--- src/rtl/axi_rd_burst_split.sv ---
// axi_rd_burst_split: splits one AXI4 read burst (clk, rst, s_axi_ar*/r* slave side, m_axi_ar*/r* master side) into sub-bursts of at most MAX_BURST_LEN beats, re-framing RLAST
module axi_rd_burst_split #(
  parameter int DATA_WIDTH    = 32,
  parameter int ADDR_WIDTH    = 32,
  parameter int ID_WIDTH      = 8,
  parameter bit ARUSER_ENABLE = 0,
  parameter int ARUSER_WIDTH  = 1,
  parameter bit RUSER_ENABLE  = 0,
  parameter int RUSER_WIDTH   = 1,
  parameter int MAX_BURST_LEN = 16
) (
  input  logic                    clk,
  input  logic                    rst,
  input  logic [ID_WIDTH-1:0]     s_axi_arid,
  input  logic [ADDR_WIDTH-1:0]   s_axi_araddr,
  input  logic [7:0]              s_axi_arlen,
  input  logic [2:0]              s_axi_arsize,
  input  logic [1:0]              s_axi_arburst,
  input  logic                    s_axi_arlock,
  input  logic [3:0]              s_axi_arcache,
  input  logic [2:0]              s_axi_arprot,
  input  logic [3:0]              s_axi_arqos,
  input  logic [3:0]              s_axi_arregion,
  input  logic [ARUSER_WIDTH-1:0] s_axi_aruser,
  input  logic                    s_axi_arvalid,
  output logic                    s_axi_arready,
  output logic [ID_WIDTH-1:0]     s_axi_rid,
  output logic [DATA_WIDTH-1:0]   s_axi_rdata,
  output logic [1:0]              s_axi_rresp,
  output logic                    s_axi_rlast,
  output logic [RUSER_WIDTH-1:0]  s_axi_ruser,
  output logic                    s_axi_rvalid,
  input  logic                    s_axi_rready,
  output logic [ID_WIDTH-1:0]     m_axi_arid,
  output logic [ADDR_WIDTH-1:0]   m_axi_araddr,
  output logic [7:0]              m_axi_arlen,
  output logic [2:0]              m_axi_arsize,
  output logic [1:0]              m_axi_arburst,
  output logic                    m_axi_arlock,
  output logic [3:0]              m_axi_arcache,
  output logic [2:0]              m_axi_arprot,
  output logic [3:0]              m_axi_arqos,
  output logic [3:0]              m_axi_arregion,
  output logic [ARUSER_WIDTH-1:0] m_axi_aruser,
  output logic                    m_axi_arvalid,
  input  logic                    m_axi_arready,
  input  logic [ID_WIDTH-1:0]     m_axi_rid,
  input  logic [DATA_WIDTH-1:0]   m_axi_rdata,
  input  logic [1:0]              m_axi_rresp,
  input  logic                    m_axi_rlast,
  input  logic [RUSER_WIDTH-1:0]  m_axi_ruser,
  input  logic                    m_axi_rvalid,
  output logic                    m_axi_rready
);
  typedef enum logic [1:0] {IDLE, ISSUE, DRAIN} state_t;
  localparam logic [8:0] MAX = 9'(MAX_BURST_LEN);
  localparam logic [1:0] WRAP = 2'b10;
  localparam logic [1:0] INCR = 2'b01;
  state_t r_state, w_next;
  logic r_arready;
  logic [ID_WIDTH-1:0] r_id;
  logic [ADDR_WIDTH-1:0] r_addr;
  logic [2:0] r_size;
  logic [1:0] r_burst;
  logic r_lock;
  logic [3:0] r_cache, r_qos, r_region;
  logic [2:0] r_prot;
  logic [ARUSER_WIDTH-1:0] r_user;
  logic [8:0] r_ar_left, r_r_left, w_beats, w_r_left_nxt;
  logic w_s_hs, w_m_hs, w_r_hs, w_unused;
  assign w_s_hs = s_axi_arvalid & r_arready;
  assign w_m_hs = (r_state == ISSUE) & m_axi_arready;
  assign w_r_hs = m_axi_rvalid & s_axi_rready;
  // WRAP bursts go out whole; they are at most 16 beats so this only guards odd inputs
  assign w_beats = (r_burst == WRAP || r_ar_left <= MAX) ? r_ar_left : MAX;
  assign w_r_left_nxt = (w_r_hs && r_r_left != 9'd0) ? r_r_left - 9'd1 : r_r_left;
  assign w_unused = m_axi_rlast;
  always_comb begin
    w_next = r_state;
    case (r_state)
      IDLE:    w_next = w_s_hs ? ISSUE : IDLE;
      ISSUE:   w_next = (w_m_hs && r_ar_left == w_beats) ? DRAIN : ISSUE;
      // Leave as soon as the final beat handshakes so arready returns one cycle later
      DRAIN:   w_next = (w_r_left_nxt == 9'd0) ? IDLE : DRAIN;
      default: w_next = IDLE;
    endcase
  end
  always_ff @(posedge clk) begin
    if (rst) begin
      r_state   <= IDLE;
      r_arready <= 1'b0;
      r_ar_left <= 9'd0;
      r_r_left  <= 9'd0;
    end else begin
      r_state   <= w_next;
      r_arready <= (w_next == IDLE);
      r_r_left  <= w_s_hs ? {1'b0, s_axi_arlen} + 9'd1 : w_r_left_nxt;
      if (w_s_hs) begin
        r_ar_left <= {1'b0, s_axi_arlen} + 9'd1;
        r_addr    <= s_axi_araddr;
      end else if (w_m_hs) begin
        r_ar_left <= r_ar_left - w_beats;
        if (r_burst == INCR) r_addr <= r_addr + (ADDR_WIDTH'(w_beats) << r_size);
      end
    end
  end
  always_ff @(posedge clk) begin
    if (w_s_hs) begin
      r_id     <= s_axi_arid;
      r_size   <= s_axi_arsize;
      r_burst  <= s_axi_arburst;
      r_lock   <= s_axi_arlock;
      r_cache  <= s_axi_arcache;
      r_prot   <= s_axi_arprot;
      r_qos    <= s_axi_arqos;
      r_region <= s_axi_arregion;
      r_user   <= s_axi_aruser;
    end
  end
  assign s_axi_arready  = r_arready;
  assign m_axi_arvalid  = (r_state == ISSUE);
  assign m_axi_arid     = r_id;
  assign m_axi_araddr   = r_addr;
  assign m_axi_arlen    = 8'(w_beats - 9'd1);
  assign m_axi_arsize   = r_size;
  assign m_axi_arburst  = r_burst;
  assign m_axi_arlock   = r_lock;
  assign m_axi_arcache  = r_cache;
  assign m_axi_arprot   = r_prot;
  assign m_axi_arqos    = r_qos;
  assign m_axi_arregion = r_region;
  assign m_axi_aruser   = ARUSER_ENABLE ? r_user : '0;
  assign s_axi_rvalid   = m_axi_rvalid;
  assign m_axi_rready   = s_axi_rready;
  assign s_axi_rid      = m_axi_rid;
  assign s_axi_rdata    = m_axi_rdata;
  assign s_axi_rresp    = m_axi_rresp;
  assign s_axi_ruser    = RUSER_ENABLE ? m_axi_ruser : '0;
  assign s_axi_rlast    = (r_r_left == 9'd1);
endmodule

--- config.mk ---
export PLATFORM = sky130hd
export DESIGN_NAME = axi_rd_burst_split
export DESIGN_NICKNAME = d
export VERILOG_FILES = /design/src/rtl/axi_rd_burst_split.sv
export SDC_FILE = /design/constraint.sdc
export NUM_CORES = 1
export LEC_CHECK = 0
export ABC_AREA = 1
export CAP_MARGIN = 20
export CELL_PAD_IN_SITES_DETAIL_PLACEMENT = 1
export CELL_PAD_IN_SITES_GLOBAL_PLACEMENT = 2
export CORE_ASPECT_RATIO = 1.4
export CORE_MARGIN = 8
export CORE_UTILIZATION = 23
export CTS_CLUSTER_DIAMETER = 50
export DETAILED_ROUTE_END_ITERATION = 7
export PLACE_DENSITY = 0.86
export RECOVER_POWER = 50
export SYNTH_ARGS = -nofsm -noshare
export SYNTH_HDL_FRONTEND = slang
export SYNTH_SLANG_ARGS = --single-unit
--- constraint.sdc ---
create_clock -name clk -period 4.6 [get_ports clk]
set_clock_uncertainty 0.05 [all_clocks]
set_input_delay 0.92 -clock clk [delete_from_list [all_inputs] [get_ports clk]]
set_output_delay 0.92 -clock clk [all_outputs]
set_load 0.01 [all_outputs]
==> flow_results.org <==
** Final layout
- Of the cells placed in the final design, the portion with a size suffix greater than 1 is 0.04989.
- From synthesis to final layout, the design area changed by 30.85%.
- For this run, the number of standard cells in the final layout without fillers is 1,222.
- Final nets :: 1,039

** Hold path
- Counting instances, the worst hold path has a depth of 3.
- Hold/Removal Path Class :: register to register

** Timing
- Unrepaired setup endpoints after global routing :: false
- Headroom to the max-slew limit came out at 0.3173.
- In the finished design, the share of the clock period the worst path needs comes to 0.8923.
- Final number of setup-violating endpoints :: 0
- Adding up every negative setup slack in the final design gives 0 ps.
- The number of hold violations in the final report came to 0.
- Once routing completed, OpenROAD measured the worst setup slack at 495.6 ps.
- Worst Max-Slew Pin Slew :: 1024 ps
- Static timing analysis puts the maximum clock frequency at 0.2436 GHz.
- For the finished layout, the period the worst path requires is 4104 ps.
- The max-slew violation total from the final report was 0.

** Place
- The congestion estimate from routability-driven global placement came to 0.8406.
- After legalization and detailed placement, the total HPWL measured 16.54 mm.
- Placed cells :: 1,205
- Number of buffers added on ports :: 148
- Prior to clock tree synthesis, the placed netlist has a worst setup slack of 540.5 ps.

** CTS
- Setup fix buffers added after clock tree synthesis :: 0
- The H-tree was split into 3 levels.
- In this run the clock root is driven by a sky130_fd_sc_hd__clkbuf_16.
- CTS buffer count :: 9
- Clock tree synthesis found a total of 82 sinks.
- Clock transition at the registers of the reported paths :: 70 ps
- TritonCTS built the clock tree.
- Counting along the longest clock path gives a buffer depth of 2.
- Insertion delay to the later sink of the worst-skew pair :: 360 ps
- Number of gates resized after CTS :: 0
- Buffers inserted to repair hold after CTS numbered 0.

** Setup path
- Data arrives at the worst endpoint at 3130 ps.
- Worst path top cell family by delay :: simple AND/OR/NAND/NOR gates
- The critical path is of the register to output pin type.
- Walking the worst path, the cells encountered are or2_2 > nand2_2 > inv_2 > nor2_4 > inv_1 > ha_1 > inv_1 > nor2_1 > nand3_1 > xor2_1 > clkdlybuf4s50_1.
- Peak fanout along the critical path :: 14
- The number of buffers and inverters on the critical path is 4.
- Startpoint kind of the worst setup timing path :: register
- On the worst path, the slowest cell contributes a delay of 570 ps.
- By instance count, the cell type seen most on the critical path is sky130_fd_sc_hd__inv_1.
- CP required :: 3630 ps
- For the worst flop-to-flop path, the logic depth is 21.
- Stages on the worst setup path :: 11
- Library cell contributing the largest single delay on the critical path :: sky130_fd_sc_hd__clkdlybuf4s50_1
- STA classifies the critical path endpoint as an output pin.

** Routing
- The first routing iteration left 213 violations.
- Sum of met2 wire segment lengths after detailed routing :: 11.23 mm
- DRC viols :: 0
- Routed wire length per instance :: 16.70 µm
- Post-DR vias/cell :: 4.556
- Once detail routing completed, the nets flagged for antenna violations numbered 0.
- Routed met3 length :: 955 µm
- After detailed routing, the wire length on met1 is 7.697 mm.
- Uppermost layer routed :: met5
- 1st-pass router iterations :: 5
- The final route contains 5,567 vias.
- Total detailed-routing wirelength :: 20.40 mm

** Synth
- Count of state elements after synthesis :: 82
- Yosys printed 0 warnings.
- EDFF count, synth :: 61
- Portion of synthesized cell area occupied by the leading cell type :: 0.3106
- Synthesis produced 796 cells.
- Cell taking the most area after synthesis :: sky130_fd_sc_hd__edfxtp_1
- Among all flip-flop cells after synthesis, the most frequent one is sky130_fd_sc_hd__edfxtp_1.
- Cell types occupying the most area after synthesis :: sky130_fd_sc_hd__edfxtp_1 31%, sky130_fd_sc_hd__nand2_1 14%, sky130_fd_sc_hd__dfxtp_1 7.1%
- Average cell area after synthesis :: 7.408 µm²
- Counting distinct cell types in the post-synthesis netlist gives 43.
- Async S/R FF share, synth :: 0
- Summed instance area of the synthesized netlist :: 0.005897 mm²
- Portion of the post-synthesis area used by sequential elements :: 0.3819

** Job
- Max-cap violations in this run came to 0.

** Pwr
- Dividing total power by cell area gives a power density of 339.2 mW/mm².
- IR analysis of the VDD net gives a maximum drop of 0.0001713 V.
- Static Leakage :: 3.196 nW

** Die
- Area of the die :: 0.03109 mm²
- The die is 205.5 µm tall.
- Measured along the x axis, the die boundary spans 151.3 µm.
- After floorplanning, the core was sized to cover 0.02530 mm².
- Floorplan row count :: 69
- For this configuration, the core starts out at a cell density of 0.2331.
- During I/O placement, the number of pins put on the boundary was 238.

** GRT
- Global router's overall resource usage :: 0.1322
- The first global-routing pass estimated 31.72 mm of wire.
- The total overflow left after global routing is 0.
- Number of antenna violations at the first check in global routing :: 2
- Entering global routing, the biggest net connects 33 pins.
- Via count of the first global-routing pass :: 6,039

** Outcome
- The flow ran to the end, and the final reports show no timing, DRC or antenna violations.
==> logic make-up (layout without fill, tap and decap cells) <==
logic type | after synthesis | count (layout) | synth area share
simple gates | 402 | 402 | 0.2996
buf+inv | 149 | 254 | 0.1256
compound gates | 119 | 119 | 0.1139
flops | 82 | 82 | 0.3819
fa+ha+maj | 22 | 22 | 0.04795
xor+xnor | 20 | 20 | 0.02971
other cells | 2 | 4 | 0.001274
==> final timing paths <==
kind                              start                          to  slack [ps]
max          m_axi_arburst[0]$_DFFE_PP_              m_axi_arlen[6]         500
min               r_state[1]$_SDFF_PP0_       r_state[0]$_SDFF_PP0_         510
max reg2reg   r_ar_left[2]$_SDFFE_PP0P_  m_axi_araddr[21]$_DFFE_PP_         580
min reg2reg       r_state[1]$_SDFF_PP0_       r_state[0]$_SDFF_PP0_         510
==> cell usage in the layout, fill, tap and decap left out, types with 8 or more instances in the layout <==
cell | Yosys | routed
sky130_fd_sc_hd__a21oi_1 | 34 | 34
sky130_fd_sc_hd__a31oi_1 | 11 | 11
sky130_fd_sc_hd__clkbuf_16 | 0 | 10
sky130_fd_sc_hd__clkdlybuf4s50_1 | 0 | 71
sky130_fd_sc_hd__dfxtp_1 | 21 | 21
sky130_fd_sc_hd__dlygate4sd3_1 | 0 | 77
sky130_fd_sc_hd__edfxtp_1 | 61 | 61
sky130_fd_sc_hd__ha_1 | 21 | 21
sky130_fd_sc_hd__inv_1 | 80 | 80
sky130_fd_sc_hd__nand2_1 | 219 | 219
sky130_fd_sc_hd__nand3_1 | 72 | 72
sky130_fd_sc_hd__nand4_1 | 10 | 10
sky130_fd_sc_hd__nor2_1 | 56 | 56
sky130_fd_sc_hd__nor3_1 | 11 | 10
sky130_fd_sc_hd__o211ai_1 | 10 | 10
sky130_fd_sc_hd__o21ai_0 | 44 | 44
sky130_fd_sc_hd__or2_2 | 8 | 8
sky130_fd_sc_hd__xnor2_1 | 11 | 11
sky130_fd_sc_hd__xor2_1 | 9 | 9
==> routing by layer <==
layer / vias up / track usage
met5: - / 0
met4: 2 / 0.05246
met3: 29 / 0.02927
met2: 100 / 0.2543
met1: 2641 / 0.1329
li1: 2795 / -
==> where the power goes <==
part	internal, mW	switching (mW)	leakage [nW]
Clock	0.456	0.326	0.155
Combinational	0.373	0.541	2.31
Sequential	0.870	0.0510	0.731
==> flip-flops by register name, summed over array words and instances (netlist names), 2 cells and up <==
name            count
m_axi_araddr       32
m_axi_arburst       2
m_axi_arcache       4
m_axi_arid          8
m_axi_arprot        3
m_axi_arqos         4
m_axi_arregion      4
m_axi_arsize        3
r_ar_left           9
r_r_left            9
r_state             2
==> per-stage QoR <==
step	utilization	instance area [µm²]	total power [mW]	hold slack, ps
final	0.3050	7716	2.617	512.3
after global placement	0.2926	7402	1.862	484.8
after detailed placement	0.2926	7402	1.881	497.7
after global routing	0.3050	7716	2.788	544.5
after CTS	0.3051	7717	2.680	516.0
after floorplan	-	5901	1.547	428.6
==> area by class of cell <==
| type | count | area, µm² |
|---|---|---|
| multi-input cells | 566 | 2913 |
| well taps | 319 | 399.1 |
| repair buffers | 153 | 1515 |
| diodes | 1 | 2.502 |
| flip-flops and latches | 82 | 2252 |
| fillers | 3078 | 17580 |
| inverters | 85 | 319.1 |
| clock buffers | 11 | 254.0 |
| clock inverters | 5 | 61.31 |
==> synthesized netlist by cell type, types with 2 or more instances <==
master,number
sky130_fd_sc_hd__nor4_1,3
sky130_fd_sc_hd__xnor2_1,11
sky130_fd_sc_hd__inv_2,3
sky130_fd_sc_hd__buf_1,2
sky130_fd_sc_hd__and2_1,2
sky130_fd_sc_hd__clkinv_1,2
sky130_fd_sc_hd__clkbuf_1,14
sky130_fd_sc_hd__a21oi_1,34
sky130_fd_sc_hd__dfxtp_1,21
sky130_fd_sc_hd__o21ai_0,44
sky130_fd_sc_hd__nand3b_1,3
sky130_fd_sc_hd__nor2_4,3
sky130_fd_sc_hd__nor2_1,56
sky130_fd_sc_hd__or2_1,3
sky130_fd_sc_hd__ha_1,21
sky130_fd_sc_hd__xor2_1,9
sky130_fd_sc_hd__a21boi_0,3
sky130_fd_sc_hd__o211ai_1,10
sky130_fd_sc_hd__nand4_1,10
sky130_fd_sc_hd__and3_1,2
sky130_fd_sc_hd__nor3_1,11
sky130_fd_sc_hd__o21ai_1,5
sky130_fd_sc_hd__nand2_4,3
sky130_fd_sc_hd__nand3_1,72
sky130_fd_sc_hd__o21bai_1,4
sky130_fd_sc_hd__o22ai_1,2
sky130_fd_sc_hd__o21ai_2,2
sky130_fd_sc_hd__or2_2,8
sky130_fd_sc_hd__conb_1,2
sky130_fd_sc_hd__buf_4,46
sky130_fd_sc_hd__nand2_2,5
sky130_fd_sc_hd__inv_1,80
sky130_fd_sc_hd__a31oi_1,11
sky130_fd_sc_hd__edfxtp_1,61
sky130_fd_sc_hd__a21o_1,2
sky130_fd_sc_hd__nand2_1,219
==> worst register-to-register path, delay by kind of cell, from the launching register on <==
kind	cells	cell delay [ps]
simple gates	14	1630
compound gates	4	910
flops	1	480
buf+inv	2	380
fa+ha+maj	1	350
(Power assumes the default switching activity.)
